[config.mk]
export PLATFORM = sky130hd
export DESIGN_NAME = booth_seq_mult
export DESIGN_NICKNAME = d
export VERILOG_FILES = /design/src/rtl/booth_seq_mult.sv
export SDC_FILE = /design/constraint.sdc
export NUM_CORES = 1
export LEC_CHECK = 0
export ABC_AREA = 1
export CORE_ASPECT_RATIO = 1.25
export CORE_MARGIN = 8
export CORE_UTILIZATION = 54
export DETAILED_ROUTE_END_ITERATION = 7
export PLACE_DENSITY_LB_ADDON = 0.12
export SETUP_SLACK_MARGIN = 0.02
export SLEW_MARGIN = 5
export SYNTH_ARGS = -nofsm -noshare
export SYNTH_HDL_FRONTEND = slang
export SYNTH_SLANG_ARGS = --single-unit
[constraint.sdc]
create_clock -name clk -period 3.5 [get_ports clk]
set_clock_uncertainty 0.2 [all_clocks]
set_input_delay 0.7 -clock clk [delete_from_list [all_inputs] [get_ports clk]]
set_output_delay 0.7 -clock clk [all_outputs]
set_load 0.01 [all_outputs]
[src/rtl/booth_seq_mult.sv]
// Sequential radix-2 Booth signed multiplier: one ADD cycle and one SHIFT cycle per multiplier bit.
// Issues ALU-style step codes (01 add, 10 sub) on step_op_o for tracing by the datapath.
module booth_seq_mult #(
  parameter int unsigned W = 4
) (
  input  logic           clk,
  input  logic           rst_n,
  input  logic           start_i,
  input  logic [W-1:0]   multiplicand_i,
  input  logic [W-1:0]   multiplier_i,
  output logic           busy_o,
  output logic           done_o,
  output logic [2*W-1:0] product_o,
  output logic [1:0]     step_op_o
);

  localparam int unsigned CntW = $clog2(W) + 1;

  typedef enum logic [1:0] {StIdle, StAdd, StShift} state_e;

  state_e            state_q;
  logic [W:0]        m_q, a_q, a_d;
  logic [W-1:0]      q_q;
  logic              q1_q;
  logic [CntW-1:0]   cnt_q;
  logic              busy_q, done_q;
  logic [2*W-1:0]    product_q;
  logic [1:0]        step_op;

  // Step decode is only meaningful in ADD; every other state reports no step.
  always_comb begin
    step_op = 2'b00;
    a_d     = a_q;
    if (state_q == StAdd) begin
      unique case ({q_q[0], q1_q})
        2'b01: begin
          step_op = 2'b01;
          a_d     = a_q + m_q;
        end
        2'b10: begin
          step_op = 2'b10;
          a_d     = a_q - m_q;
        end
        default: begin
          step_op = 2'b00;
          a_d     = a_q;
        end
      endcase
    end
  end

  always_ff @(posedge clk or negedge rst_n) begin
    if (!rst_n) begin
      state_q   <= StIdle;
      m_q       <= '0;
      a_q       <= '0;
      q_q       <= '0;
      q1_q      <= 1'b0;
      cnt_q     <= '0;
      busy_q    <= 1'b0;
      done_q    <= 1'b0;
      product_q <= '0;
    end else begin
      done_q <= 1'b0;
      unique case (state_q)
        StIdle: begin
          if (start_i) begin
            m_q     <= {multiplicand_i[W-1], multiplicand_i};
            a_q     <= '0;
            q_q     <= multiplier_i;
            q1_q    <= 1'b0;
            cnt_q   <= CntW'(W);
            busy_q  <= 1'b1;
            state_q <= StAdd;
          end
        end
        StAdd: begin
          a_q     <= a_d;
          state_q <= StShift;
        end
        StShift: begin
          // Arithmetic right shift of {A,Q,q_1}; the low W bits of A plus Q form the product.
          a_q   <= {a_q[W], a_q[W:1]};
          q_q   <= {a_q[0], q_q[W-1:1]};
          q1_q  <= q_q[0];
          cnt_q <= cnt_q - CntW'(1);
          if (cnt_q == CntW'(1)) begin
            product_q <= {a_q, q_q[W-1:1]};
            done_q    <= 1'b1;
            busy_q    <= 1'b0;
            state_q   <= StIdle;
          end else begin
            state_q <= StAdd;
          end
        end
        default: state_q <= StIdle;
      endcase
    end
  end

  assign busy_o    = busy_q;
  assign done_o    = done_q;
  assign product_o = product_q;
  assign step_op_o = step_op;

endmodule

==> impl_metrics.csv, run 1 <==
group,metric,value,unit
grt,track_usage,15.0,%
timing,grt_setup_unrepaired,"no",
grt,grt_max_degree,30,
routing,via_per_inst,5.25,
timing,worst_pin_slew,649,ps
critical_path,regToRegSetupSlack,1100,ps
cts,cts_tree,"yes",
critical_path,critPathLaunchType,"flop",
cells_and_area,fin_cells,253,
critical_path,crit_path_start,"state_q[1]",
cells_and_area,syn_to_final_growth,18.5,%
critical_path,crit_type,"flop to output port",
power_and_ir_drop,peakVddDrop,0.571,mV
cts,clk_latency,330,ps
floorplanning,initial_core_util,55.7,%
critical_path,end_kind,"output port",
run,max_cap_violations,0,
timing,hold_viol,0,
placed_design,dp_hpwl,2.62,mm
floorplanning,core_area,0.00292,sq mm
power_and_ir_drop,p_leak,0.920,nW
routing,drcViolationCount,0,
cells_and_area,final_util,66.0,%
yosys,synth_top_cell_by_area,"dfrtp_1",
cts,cts_root_buf,"clkbuf_4",
yosys,synth.most_common_cell,"nand2_1",
timing,maxSlewViolCount,0,
floorplanning,rows,22,
yosys,yosysTopAreaCellShare,44.7,%
placed_design,io_buffers,22,
grt,grt_pass1_vias,1374,
cts,cts_buffer_depth,2,
min_path,hold_class,"flop to flop",
routing,firstDrtPassIters,4,
floorplanning,die_w,65.1,microns
cts,hold_buffers,0,
cells_and_area,diodes,0,
routing,wl,3.38,mm
floorplanning,io-pin-count,23,
critical_path,worstPathMaxFanout,7,
placed_design,dp.cells,245,
yosys,yosysWarnings,0,
routing,ant_nets,0,
yosys,netlist_instances,189,
power_and_ir_drop,swShare,46.3,%
grt,busiest_layer,"met2",
timing,max_freq,362,MHz
routing,via_count,1329,
cts,cts-resized-gates,0,
placed_design,gp_congestion,0.898,
floorplanning,dieArea,0.00503,sq mm
yosys,syn_nets,212,
grt,use_met2,25.7,%
timing,setup_tns,0,ps
yosys,synth_edf_count,0,
cells_and_area,drive_gt1_share,13.4,%
yosys,synth_area,0.00162,sq mm
floorplanning,dieHeight,77.3,microns
cts,cts_buffers,5,
timing,relSlewSlack,56.7,%
power_and_ir_drop,share_comb_of_total_power,57.3,%
yosys,async_reset_ff_share,100,%
routing,drt_iter0_markers,58,
cts,cts_setup_buffers,0,
timing,setup_viol,0,
grt,grt_pass1_wl,6.04,mm
cts,path_clk_slew,90,ps
cells_and_area,final_nets,239,
yosys,ys_seq_elements,29,
grt,grt.met3_usage,6.10,%
critical_path,critPathRequiredTime,2600,ps
run_status,status,"finished clean",
timing,period_share,78.9,%
critical_path,r2r_start,"state_q[0]",
grt,grt_use_met1,15.4,%
cts,htree_levels,2,
yosys,synth-seq-area-share,44.7,%
min_path,min-delay-start,"product_o[7]",
yosys,synth_area_per_cell,8.59,sq um
power_and_ir_drop,p_per_area,900,mW/mm^2
yosys,ys.flop_type,"dfrtp_1",
routing,wl_per_cell,13.3,microns
power_and_ir_drop,seq_power_share,31.2,%
yosys,synth_common_cells,"53 x nand2_1, 29 x dfrtp_1, 27 x inv_1, 15 x o21ai_0",
power_and_ir_drop,netSwitchingPower,0.000801,W
power_and_ir_drop,clockPowerShare,11.6,%
yosys,synth_cell_types,23,
critical_path,critical_path_arrival,1860,ps
grt,antenna_found_initial,0,
timing,period_minus_slack,2760,ps
grt,gr-total-overflow,0,
power_and_ir_drop,p_int,0.000930,W
yosys,ys_top_cells_by_area,"dfrtp_1 45%, nand2_1 12%, ha_1 8.5%",
cts,clkSinkCount,29,
==> cells in the final DEF, fill, tap and decap left out <==
cell type,netlist,routed
dfrtp_1,29,29
clkbuf_4,0,5
inv_2,4,4
nor2_1,4,4
a31oi_1,1,1
nand3_1,11,11
o21ai_2,10,10
a21oi_1,3,3
o22ai_1,3,3
fa_1,1,1
o21ai_0,15,15
clkdlybuf4s50_1,0,22
clkinv_2,0,2
ha_1,11,11
nand4_1,1,1
o211ai_1,2,2
xor2_1,2,2
nor2_4,1,1
nand3b_1,1,1
o211ai_2,3,3
nand3_2,2,2
o21ai_1,2,2
buf_4,0,1
clkinvlp_4,0,1
inv_1,27,27
nand2_1,53,53
==> worst max-delay path, cell delays in order, from the launching register on <==
cell and delay [ps]:
dfrtp_1 410, inv_1 100, ha_1 300, inv_2 80
nor2_1 110, clkdlybuf4s50_1 540
==> area by class of cell <==
class                      count  area (sq um)
timing repair buffer          23           228
multi-input combinational    126           754
tap                           36          45.0
clock inverter                 3          17.5
inverter                      31           116
clock buffer                   5          37.5
fill                         253           993
sequential                    29           726
==> power by group through the flow <==
stage          clock network [W]  logic [W]  registers [W]
2_1_floorplan                  0   0.000723       0.000548
3_3_place_gp                   0   0.000953       0.000541
3_5_place_dp                   0   0.000998       0.000547
4_1_cts                 0.000206    0.00100       0.000541
5_1_grt                 0.000219    0.00115       0.000557
6_report                0.000200   0.000991       0.000540
==> stage by stage <==
| stage | power, W | area [sq um] | hold WS, ps | setup slack [ps] |
|---|---|---|---|---|
| after floorplan | 0.00127 | 1620 | 204 | 1520 |
| after global placement | 0.00149 | 1870 | 258 | 1150 |
| after detailed placement | 0.00154 | 1870 | 267 | 1080 |
| after CTS | 0.00175 | 1920 | 292 | 717 |
| after global routing | 0.00192 | 1920 | 317 | 576 |
| final | 0.00173 | 1920 | 288 | 740 |
==> registers in the layout, summed over array words and instances, names as in the netlist <==
signal,count
q_q,4
done_o,1
product_o,8
m_q,4
busy_o,1
cnt_q,3
state_q,2
q1_q,1
a_q,5
==> cells by family after synthesis <==
family	after synthesis	synth area share, %
buf+inv	34	8.86
xor+xnor	2	1.08
fa+ha+maj	12	9.71
simple gates	73	19.3
compound gates	39	16.3
flops	29	44.7
==> per-layer routing <==
| metal | wire length, microns | up-vias |
|---|---|---|
| li1 | - | 669 |
| met1 | 1410 | 627 |
| met2 | 1690 | 23 |
| met3 | 173 | 10 |
| met4 | 95 | 0 |
| met5 | 0 | - |
==> final timing paths <==
| check | end | depth (start not counted) |
|---|---|---|
| setup / recovery | step_op_o[0] | 5 |
| max in group asynchronous | m_q[1] | 2 |
| min in group asynchronous | cnt_q[2] | 2 |
| hold / removal | product_o[7] | 2 |
| hold reg to reg | product_o[7] | 2 |
| setup reg to reg | busy_o | 7 |
No activity file was read; power rests on OpenSTA's default activity.
==> inputs of run 2 (changes only) <==
--- a/config.mk
+++ b/config.mk
@@ -8,7 +8,7 @@
 export ABC_AREA = 1
 export CORE_ASPECT_RATIO = 1.25
 export CORE_MARGIN = 8
-export CORE_UTILIZATION = 54
+export CORE_UTILIZATION = 48
 export DETAILED_ROUTE_END_ITERATION = 7
 export PLACE_DENSITY_LB_ADDON = 0.12
 export SETUP_SLACK_MARGIN = 0.02
==> constraint.sdc (replaced) <==
create_clock -name clk -period 2.2 [get_ports clk]
set_clock_uncertainty 0.2 [all_clocks]
set_input_delay 0.44 -clock clk [delete_from_list [all_inputs] [get_ports clk]]
set_output_delay 0.44 -clock clk [all_outputs]
set_load 0.01 [all_outputs]
==> impl_metrics.csv, run 2 (same netlist as run 1, synthesis figures left out) <==
group,metric,value,unit
run_status,status,"finished clean",
power_and_ir_drop,total_power,0.00310,W
cells_and_area,final_util,63.0,%
floorplanning,dieArea,0.00551,sq mm
cts,path_clk_slew,60,ps
grt,gr-total-overflow,0,
power_and_ir_drop,seq_power_share,27.9,%
cells_and_area,layout_commonest_cell,"nand2_1",
grt,grt_pass1_vias,1330,
critical_path,critPathRequiredTime,2170,ps
grt,antenna_found_initial,0,
floorplanning,die_w,68.0,microns
routing,ant_nets,0,
min_path,holdPathStages,2,
power_and_ir_drop,p_leak,0.983,nW
placed_design,gp_congestion,0.840,
cells_and_area,fill_cells,283,
cts,cts_tree,"yes",
timing,setup_viol,0,
min_path,hold_class,"flop to flop",
cts,htree_levels,2,
routing,wl_per_cell,13.6,microns
cts,hold_buffers,0,
cells_and_area,drive_gt1_share,18.4,%
placed_design,dp_hpwl,2.72,mm
timing,worst_pin_slew,387,ps
routing,via_count,1341,
placed_design,dp_slack,44.9,ps
critical_path,critical_path_arrival,2050,ps
cells_and_area,final_cell_mix,"52 x nand2_1, 29 x dfrtp_1, 26 x inv_1",
timing,maxSlewViolCount,0,
power_and_ir_drop,clockPowerShare,15.3,%
critical_path,r2r_cells,11,
routing,drcViolationCount,0,
cells_and_area,final_nets,245,
power_and_ir_drop,share_comb_of_total_power,56.8,%
grt,grt_max_degree,30,
timing,max_freq,481,MHz
cells_and_area,syn_to_final_growth,25.1,%
cts,cts_buffers,5,
routing,via_per_inst,5.16,
floorplanning,dieHeight,81.0,microns
critical_path,critPathLaunchType,"flop",
grt,track_usage,14.3,%
critical_path,cpMostUsedCell,"nand2_1",
critical_path,worstPathMaxFanout,5,
floorplanning,io-pin-count,23,
critical_path,path_cells,"inv_1 -> ha_1 -> nor2_1 -> xor2_1 -> ha_1 -> a21oi_2 -> nand3b_1 -> nand3_1 -> nand2_1 -> nand2_1 -> nand2_1",
power_and_ir_drop,peakVddDrop,0.977,mV
routing,firstDrtPassIters,4,
floorplanning,core_area,0.00322,sq mm
timing,relSlewSlack,74.2,%
critical_path,critPathSlowestCell,"ha_1",
critical_path,slowest_delay,380,ps
critical_path,crit_type,"flop to flop",
routing,wl,3.54,mm
power_and_ir_drop,p_per_area,1530,mW/mm^2
power_and_ir_drop,p_int,0.00175,W
cts,cts_root_buf,"clkbuf_8",
floorplanning,rows,23,
floorplanning,initial_core_util,50.4,%
timing,hold_viol,0,
critical_path,end_kind,"flop",
placed_design,io_buffers,22,
power_and_ir_drop,swShare,43.5,%
cts,clk_latency,280,ps
power_and_ir_drop,netSwitchingPower,0.00135,W
timing,fin_ws,121,ps
run,max_cap_violations,0,
timing,period_minus_slack,2080,ps
timing,grt_setup_unrepaired,"yes",
grt,grt_pass1_wl,6.04,mm
timing,period_share,94.5,%
cts,cts_buffer_depth,2,
cts,clkSinkCount,29,
routing,drt_iter0_markers,70,
cells_and_area,diodes,0,
cells_and_area,largest_register_ffs,8,
-- run 2: metal layers --
| metal | part of all wire, % | vias to the layer above | global-route usage (%) |
|---|---|---|---|
| li1 | - | 676 | - |
| met1 | 39 | 623 | 15.6 |
| met2 | 52 | 33 | 24.6 |
| met3 | 6.2 | 9 | 4.54 |
| met4 | 2.2 | 0 | 6.37 |
| met5 | 0 | - | 0 |
-- run 2: final timing paths --
kind | slack [ps] | startpoint | to
setup reg to reg | 120 | m_q[1] | a_q[3]
hold reg to reg | 280 | product_o[6] | product_o[6]
min in group asynchronous | 350 | rst_n | cnt_q[0]
max in group asynchronous | 1190 | rst_n | a_q[2]
setup / recovery | 120 | m_q[1] | a_q[3]
hold / removal | 280 | product_o[6] | product_o[6]
-- run 2: critical path, delay by kind of cell (launching register included) --
kind	cells	cell delay (ps)
xor+xnor	1	150
fa+ha+maj	2	560
compound gates	1	190
buf+inv	1	110
flops	1	370
simple gates	6	390
-- run 2: stage by stage --
step	instances	hold WS, ps	setup TNS, ps	area (sq um)
2_1_floorplan	189	-55.6	0	1620
3_3_place_gp	250	263	0	1900
3_5_place_dp	250	268	0	1900
4_1_cts	258	284	0	2000
5_1_grt	260	304	-9.02	2030
6_report	260	279	0	2030
-- run 2: power groups by stage --
stage	logic (W)	clock network [W]	registers (W)
after floorplan	0.00115	0	0.000872
after global placement	0.00157	0	0.000861
after detailed placement	0.00163	0	0.000870
after CTS	0.00164	0.000489	0.000863
after global routing	0.00198	0.000522	0.000889
final	0.00176	0.000474	0.000864
-- run 2: area by class of cell --
class                      instances  area, sq um  area share [%]
timing repair buffer              29          270            13.3
sequential                        29          726            35.7
inverter                          31          116            5.73
multi-input combinational        126          772            38.0
clock buffer                       7         96.3            4.74
tap                               37         46.3            2.28
clock inverter                     1         5.00           0.246
-- run 2: timing repair --
| action | CTS | global route |
|---|---|---|
| pin swaps | 0 | 4 |
| buffers inserted | 0 | 2 |
| resized for setup | 3 | 6 |
| gates cloned | 0 | 0 |
| setup endpoints to repair | 3 | 3 |
